==> src/rtl/aes_block_serializer.sv <==
// -----------------------------------------------------------------------------
// aes_block_serializer
//   Captures 128-bit AES result blocks into a small block FIFO and streams each
//   block out as WORD_W-bit words, most-significant word first, over a
//   valid/ready handshake. Words of one block are always contiguous, and a
//   following block is reloaded on the final handshake so there is no bubble.
//
// Ports
//   clk         in   1                system clock, rising edge
//   rst         in   1                synchronous active-high reset
//   blk_in      in   128              block from the AES core
//   blk_valid   in   1                blk_in holds a block to capture
//   blk_ready   out  1                FIFO can accept a block this cycle
//   word_out    out  WORD_W           current output word
//   word_valid  out  1                word_out is valid
//   word_ready  in   1                sink accepts word_out
//   word_last   out  1                word_out is the last word of its block
//   fill_level  out  $clog2(DEPTH)+1  blocks held in the FIFO (shifter excluded)
//
// State   | meaning
// --------+----------------------------------------------------------
// S_EMPTY | shifter idle; loads the FIFO head as soon as one is held
// S_SHIFT | shifter presenting word idx_q of the loaded block
// -----------------------------------------------------------------------------
module aes_block_serializer #(
   parameter int DEPTH  = 2,
   parameter int WORD_W = 32
) (
   input  logic                     clk,
   input  logic                     rst,
   input  logic [127:0]             blk_in,
   input  logic                     blk_valid,
   output logic                     blk_ready,
   output logic [WORD_W-1:0]        word_out,
   output logic                     word_valid,
   input  logic                     word_ready,
   output logic                     word_last,
   output logic [$clog2(DEPTH):0]   fill_level
);

   localparam int NW = 128 / WORD_W;
   localparam int IW = (NW > 1) ? $clog2(NW) : 1;
   localparam int PW = $clog2(DEPTH);
   localparam int FW = $clog2(DEPTH) + 1;
   localparam logic [FW-1:0] DEPTH_L  = FW'(DEPTH);
   localparam logic [IW-1:0] LAST_IDX = IW'(NW - 1);

   typedef enum logic {S_EMPTY, S_SHIFT} state_t;

   state_t          state_q, state_d;
   logic [127:0]    mem_q [DEPTH];
   logic [PW-1:0]   wr_ptr_q, rd_ptr_q;
   logic [FW-1:0]   fill_q, fill_d;
   logic [127:0]    shreg_q, shreg_d;
   logic [IW-1:0]   idx_q, idx_d;
   logic            push, pop;

   // Ready deliberately ignores a same-cycle pop: no pass-through when full.
   assign blk_ready  = !rst && (fill_q < DEPTH_L);
   assign push       = blk_valid && blk_ready;
   assign fill_level = fill_q;

   always_comb begin
      state_d    = state_q;
      shreg_d    = shreg_q;
      idx_d      = idx_q;
      pop        = 1'b0;
      word_valid = 1'b0;
      word_last  = 1'b0;
      word_out   = '0;
      case (state_q)
         S_EMPTY: begin
            if (fill_q != '0) begin
               pop     = 1'b1;
               shreg_d = mem_q[rd_ptr_q];
               idx_d   = '0;
               state_d = S_SHIFT;
            end
         end
         S_SHIFT: begin
            word_valid = 1'b1;
            // The shifter moves the current word to the top, so the top slice
            // is always block[127 - idx*WORD_W -: WORD_W].
            word_out   = shreg_q[127 -: WORD_W];
            word_last  = (idx_q == LAST_IDX);
            if (word_ready) begin
               if (idx_q == LAST_IDX) begin
                  if (fill_q != '0) begin
                     pop     = 1'b1;
                     shreg_d = mem_q[rd_ptr_q];
                     idx_d   = '0;
                  end else begin
                     shreg_d = '0;
                     idx_d   = '0;
                     state_d = S_EMPTY;
                  end
               end else begin
                  idx_d   = idx_q + 1'b1;
                  shreg_d = shreg_q << WORD_W;
               end
            end
         end
         default: state_d = S_EMPTY;
      endcase
   end

   always_comb begin
      fill_d = fill_q;
      case ({push, pop})
         2'b10:   fill_d = fill_q + 1'b1;
         2'b01:   fill_d = fill_q - 1'b1;
         default: fill_d = fill_q;
      endcase
   end

   always_ff @(posedge clk) begin
      if (push) mem_q[wr_ptr_q] <= blk_in;
   end

   always_ff @(posedge clk) begin
      if (rst) begin
         state_q  <= S_EMPTY;
         shreg_q  <= '0;
         idx_q    <= '0;
         wr_ptr_q <= '0;
         rd_ptr_q <= '0;
         fill_q   <= '0;
      end else begin
         state_q <= state_d;
         shreg_q <= shreg_d;
         idx_q   <= idx_d;
         fill_q  <= fill_d;
         if (push) wr_ptr_q <= wr_ptr_q + 1'b1;
         if (pop)  rd_ptr_q <= rd_ptr_q + 1'b1;
      end
   end

endmodule

==> config.mk <==
export PLATFORM = sky130hd
export DESIGN_NAME = aes_block_serializer
export DESIGN_NICKNAME = d
export VERILOG_FILES = /design/src/rtl/aes_block_serializer.sv
export SDC_FILE = /design/constraint.sdc
export NUM_CORES = 1
export LEC_CHECK = 0
export BUFFER_PORTS_ARGS = -buffer_cell sky130_fd_sc_hd__buf_2
export CORE_UTILIZATION = 55
export DETAILED_ROUTE_END_ITERATION = 10
export PLACE_DENSITY = 0.78
export RECOVER_POWER = 50
export REMOVE_ABC_BUFFERS = 1
export SKIP_CTS_REPAIR_TIMING = 1
export SLEW_MARGIN = 15
export SYNTH_ARGS = -nofsm -noshare
export SYNTH_HDL_FRONTEND = slang
export SYNTH_SLANG_ARGS = --single-unit
==> constraint.sdc <==
create_clock -name clk -period 10.2 [get_ports clk]
set_input_delay 1.53 -clock clk [delete_from_list [all_inputs] [get_ports clk]]
set_output_delay 1.53 -clock clk [all_outputs]
set_load 0.1 [all_outputs]
[After elaboration in Yosys (flattened, before gate mapping)]
Memories as Yosys holds them, arrays and structs flattened. A register that Yosys moved wholly into a read port is not among the register bits.
Cells that the tools add are included.
Storage, ports and cells
  bits in registers: 135
  input port bits: 132
  logic and storage cells: 49
  output and inout port bits: 37
  bits in writable memories: 256
  memories kept: 1
Memory list
  mem_q: depth 2, bits a word 128, rd ports 1, clocked after memory_dff 1, write ports 1, RTL line 51  | logic [127:0] mem_q [DEPTH];
Operators by class
  bitwise gates (word level): 1
  equal/unequal tests: 5
  add/sub/neg operators: 5
  reductions and logical operators: 6
  $lt $le $gt $ge: 1
  muxes and demuxes: 24
Operators by type and width (count)
  $mux W128: 4
  $pmux W128 S2: 1
  $mux W32: 1
  $mux W1: 11
  $pmux W2 S2: 2
  $mux W2: 3
  $add A2 B1 Y2 const B: 2
  $eq A2 B2 Y1 const B: 2
  $ne A2 B2 Y1 const B: 2
  $pmux W1 S2: 2
  $reduce_bool A2 Y1: 2
  $add A1 B1 Y1 const B: 2
  $eq A2 B1 Y1 const B: 1
  $logic_and A1 B1 Y1: 2
  $lt A2 B2 Y1 const B: 1
  $reduce_and A2 Y1: 1
  $sub A2 B1 Y2 const B: 1
  $logic_not A1 Y1: 1
  $not A1 Y1: 1

[Depth between registers and ports, before layout]
  depth after elaboration: 7
  gate-level depth with buffers: 8
  gate-level depth less buffers: 7

[Worst setup path before layout]
No wires, ideal clock.
  kind: in2reg
  from: input port rst
  to: memory mem_q[0][0] (enable)
  path slack: 953 ps
  library setup time: 617 ps
  data required time: 9583 ps
  stages on the path: 4
  data arrival time: 8629 ps
  path buffers: 1
  cell sequence: clkbuf_1 -> nor2_1 -> nand2_1 -> nor2_1
Between the ends
  longest elaborated chain between the ends: 5
RTL lines
  start: declaration: RTL line 30  | input logic rst,
  $logic_not A1 Y1: RTL line 59  | assign blk_ready = !rst && (fill_q < DEPTH_L);
  $logic_and A1 B1 Y1: RTL line 59
  net blk_ready: RTL line 33  | output logic blk_ready,
  $logic_and A1 B1 Y1: RTL line 60  | assign push = blk_valid && blk_ready;
  $mux W1: RTL line 117  | if (push) mem_q[wr_ptr_q] <= blk_in;
  $mux W1 (implied by the code): RTL line 117
  end: declaration: RTL line 51
The timed path passes the listed nets, and every way through them passes these cells.

==> impl_metrics.toml <==
[status]
outcome = "complete, but fails checks"
violations = "capacitance limit, slew limit"

[cells_and_area]
multiInputGateArea_um2 = 5010
syn2layout_area_growth_pct = 13.4
fin_nets = 1461
seq_area_um2 = 10400
fillers = 2085
final_area_um2 = 18100
drive_gt1_share_pct = 20.1

[setup_path]
r2r-start = "state_q"
end_kind = "register"
crit_top_cell = "clkbuf_1"
reg2reg_to = "shreg_q[108]"
crit_slowest_cell = "clkbuf_1"
crit_path_end = "shreg_q[24]"
critical_path_required_ns = 10.56
worstPathMaxFanout = 71
cp.arrival_ns = 6.04
startpoint = "rst"
critical_path_class = "in2reg"
cp-start-kind = "primary input"
reg2reg_depth = 3
path_cells = "clkbuf_1 > clkbuf_1 > a21oi_4 > buf_4 > o2bb2ai_1"
slowest_delay_ns = 2.73
r2r_slack_ns = 4.89

[floorplanning]
io-pin-count = 169
rows = 61
chipHeight_um = 172
die-area_um2 = 29700
initial_utilization_pct = 56.6
die-width_um = 172
core_um2 = 28200

[drt]
vias_per_cell = 5.97
post_drt_wl_per_cell_um = 20.2
ant_nets = 0
drt_first_pass_iters = 5
drc_errors = 0
wl_mm = 35.1
drt_iter0_drc = 1005
vias = 10400

[yosys]
synthCells = 1217
synth.largest_area_cell = "edfxtp_1"
synthTopCellsByArea = "edfxtp_1, dfxtp_1, mux2_2"
synth_warnings = 0
seq_area_frac_synth_pct = 65.3
ys_ff_latch = 392
yosysUniqueCellTypes = 33
yosysTopAreaCellShare_pct = 48.2
synth_area_per_cell_um2 = 13.1
syn_area_um2 = 15900

[timing]
drv_slew = 290
fin_crit_sh_pct = 55.7
rsz0062_at_grt = "no"
hold_viol = 0
period_needed_ns = 5.68
worst_pin_slew_ns = 3.74
fmax_mhz = 176
setup_viol = 0
slew_headroom_pct = -149
tns_ns = 0
skew_ns = 0.00908

[pwr]
power-per-cell-area_nw_per_um2 = 305
p_leak_nw = 6.27
ir_drop_mv = 0.195

[clock_tree]
cts_max_level = 2
clockBufferDepth = 3
clk_pin_slew_ns = 0.06
numCtsBuffers = 39
cts-root-buf = "clkbuf_16"
cts_sinks = 392
insertion_delay_ns = 0.51
cts_tree = "done"

[grt]
antenna_found_initial = 3
overflow = 0
first_global_vias = 10400
use_met3_pct = 3.80
grt_pass1_wl_mm = 54.7
use_met2_pct = 40.0
grt_busiest_layer = "met2"
grt_use_total_pct = 23.7
grtUsageMet1_pct = 31.4
grt_start_max_net_pins = 98

[placed_design]
hpwl_mm = 19.1
placed_area_um2 = 16900
gp_congestion = 0.760
portBuffers = 168

[worst_hold_path]
hold_class = "reg2reg"
hold_depth = 1

[job]
drv_cap = 5
==> layer usage <==
layer | share of wire, % | routed length (µm) | vias up
met4 | 2.3 | 801 | 4
met5 | 0.071 | 25 | -
met2 | 49 | 17200 | 417
met3 | 6.5 | 2280 | 63
li1 | - | - | 4786
met1 | 42 | 14700 | 5082
==> cell families (layout without fill, tap and decap cells) <==
family / Yosys count / count (layout) / synth area share [%]
AOI/OAI and AO/OA: 429 / 429 / 16.3
xor gates and xnor gates: 3 / 3 / 0.165
adders and majority gates: 2 / 2 / 0.157
buffers and inverters: 113 / 252 / 3.49
DFF: 392 / 392 / 65.3
muxes: 128 / 128 / 8.80
other: 0 / 1 / 0
and+or+nand+nor: 150 / 150 / 5.74
==> registers in the layout, summed over array words and instances, names as in the netlist, named ones only <==
signal and cells:
fill_level 2, idx_q 2, mem_q 256, rd_ptr_q 1, shreg_q 128, state_q 1, wr_ptr_q 1
==> layout by cell type (no fill, tap or decap), types with 4 or more instances in the layout <==
cell,synthesis,final
edfxtp_1,256,256
o21ai_0,172,175
dfxtp_1,136,135
a21oi_1,101,101
mux2_2,96,96
nor2b_1,96,96
a211oi_1,96,96
clkbuf_1,71,91
buf_2,21,85
clkbuf_16,0,43
and2_1,33,33
mux2i_1,32,32
o2bb2ai_1,22,22
o21ai_1,24,21
buf_4,8,12
o2bb2ai_2,10,10
clkinv_2,0,8
nor2_1,7,6
clkbuf_8,0,4
bufinv_16,0,4
==> cell type report <==
type,instances,share of cell area [%]
flip-flops and latches,392,57.6
clock inverters,15,0.990
well taps,378,2.62
repair buffers,181,4.60
clock buffers,55,6.42
inverters,1,0.0277
multi-input cells,712,27.7
diodes,1,0.0138
==> power by group <==
part | total, mW | switching (mW) | leakage, nW | internal [mW]
Clock | 1.47 | 0.573 | 0.660 | 0.897
Combinational | 1.80 | 1.11 | 2.13 | 0.688
Sequential | 2.24 | 0.213 | 3.47 | 2.03
==> synth_stat cells <==
cell type,count
buf_6,10
edfxtp_1,256
nor2b_1,96
o21ai_1,24
xor2_1,1
mux2i_1,32
buf_2,21
a21oi_1,101
nand2_1,2
ha_1,2
and2_1,33
o2bb2ai_1,22
o21a_1,1
nand3_1,1
nor3_1,2
a211oi_1,96
o21bai_4,1
o21ai_0,172
buf_1,2
nand2b_1,1
and2b_1,2
buf_4,8
inv_2,1
a21boi_1,1
clkbuf_1,71
dfxtp_1,136
nor2_1,7
xnor2_1,2
and3_1,1
a21oi_4,1
or3_1,5
o2bb2ai_2,10
mux2_2,96
==> metrics by stage <==
stage	cells	total power, mW	worst slack, ns	hold WS (ns)	utilization, %
2_1_floorplan	1105	3.64	1.15	0.425	-
3_3_place_gp	1664	4.00	5.95	0.437	59.8
3_5_place_dp	1664	4.06	5.87	0.440	59.8
4_1_cts	1734	5.53	6.17	0.460	64.6
5_1_grt	1735	5.78	4.26	0.471	64.2
6_report	1735	5.51	4.52	0.455	64.2
==> worst max-delay path: cells and delay by family <==
kind,cells,cell delay (ns)
buffers and inverters,3,4.44
AOI/OAI and AO/OA,2,0.01
==> worst min path at each step <==
stage / from / end / slack (ns)
after floorplan: shreg_q[0] / shreg_q[0] / 0.42
after global placement: shreg_q[17] / shreg_q[17] / 0.44
after global routing: shreg_q[13] / shreg_q[13] / 0.47
final: shreg_q[27] / shreg_q[27] / 0.45
after detailed placement: shreg_q[12] / shreg_q[12] / 0.44
after CTS: shreg_q[27] / shreg_q[27] / 0.46
No activity file was read; power rests on OpenSTA's default activity.
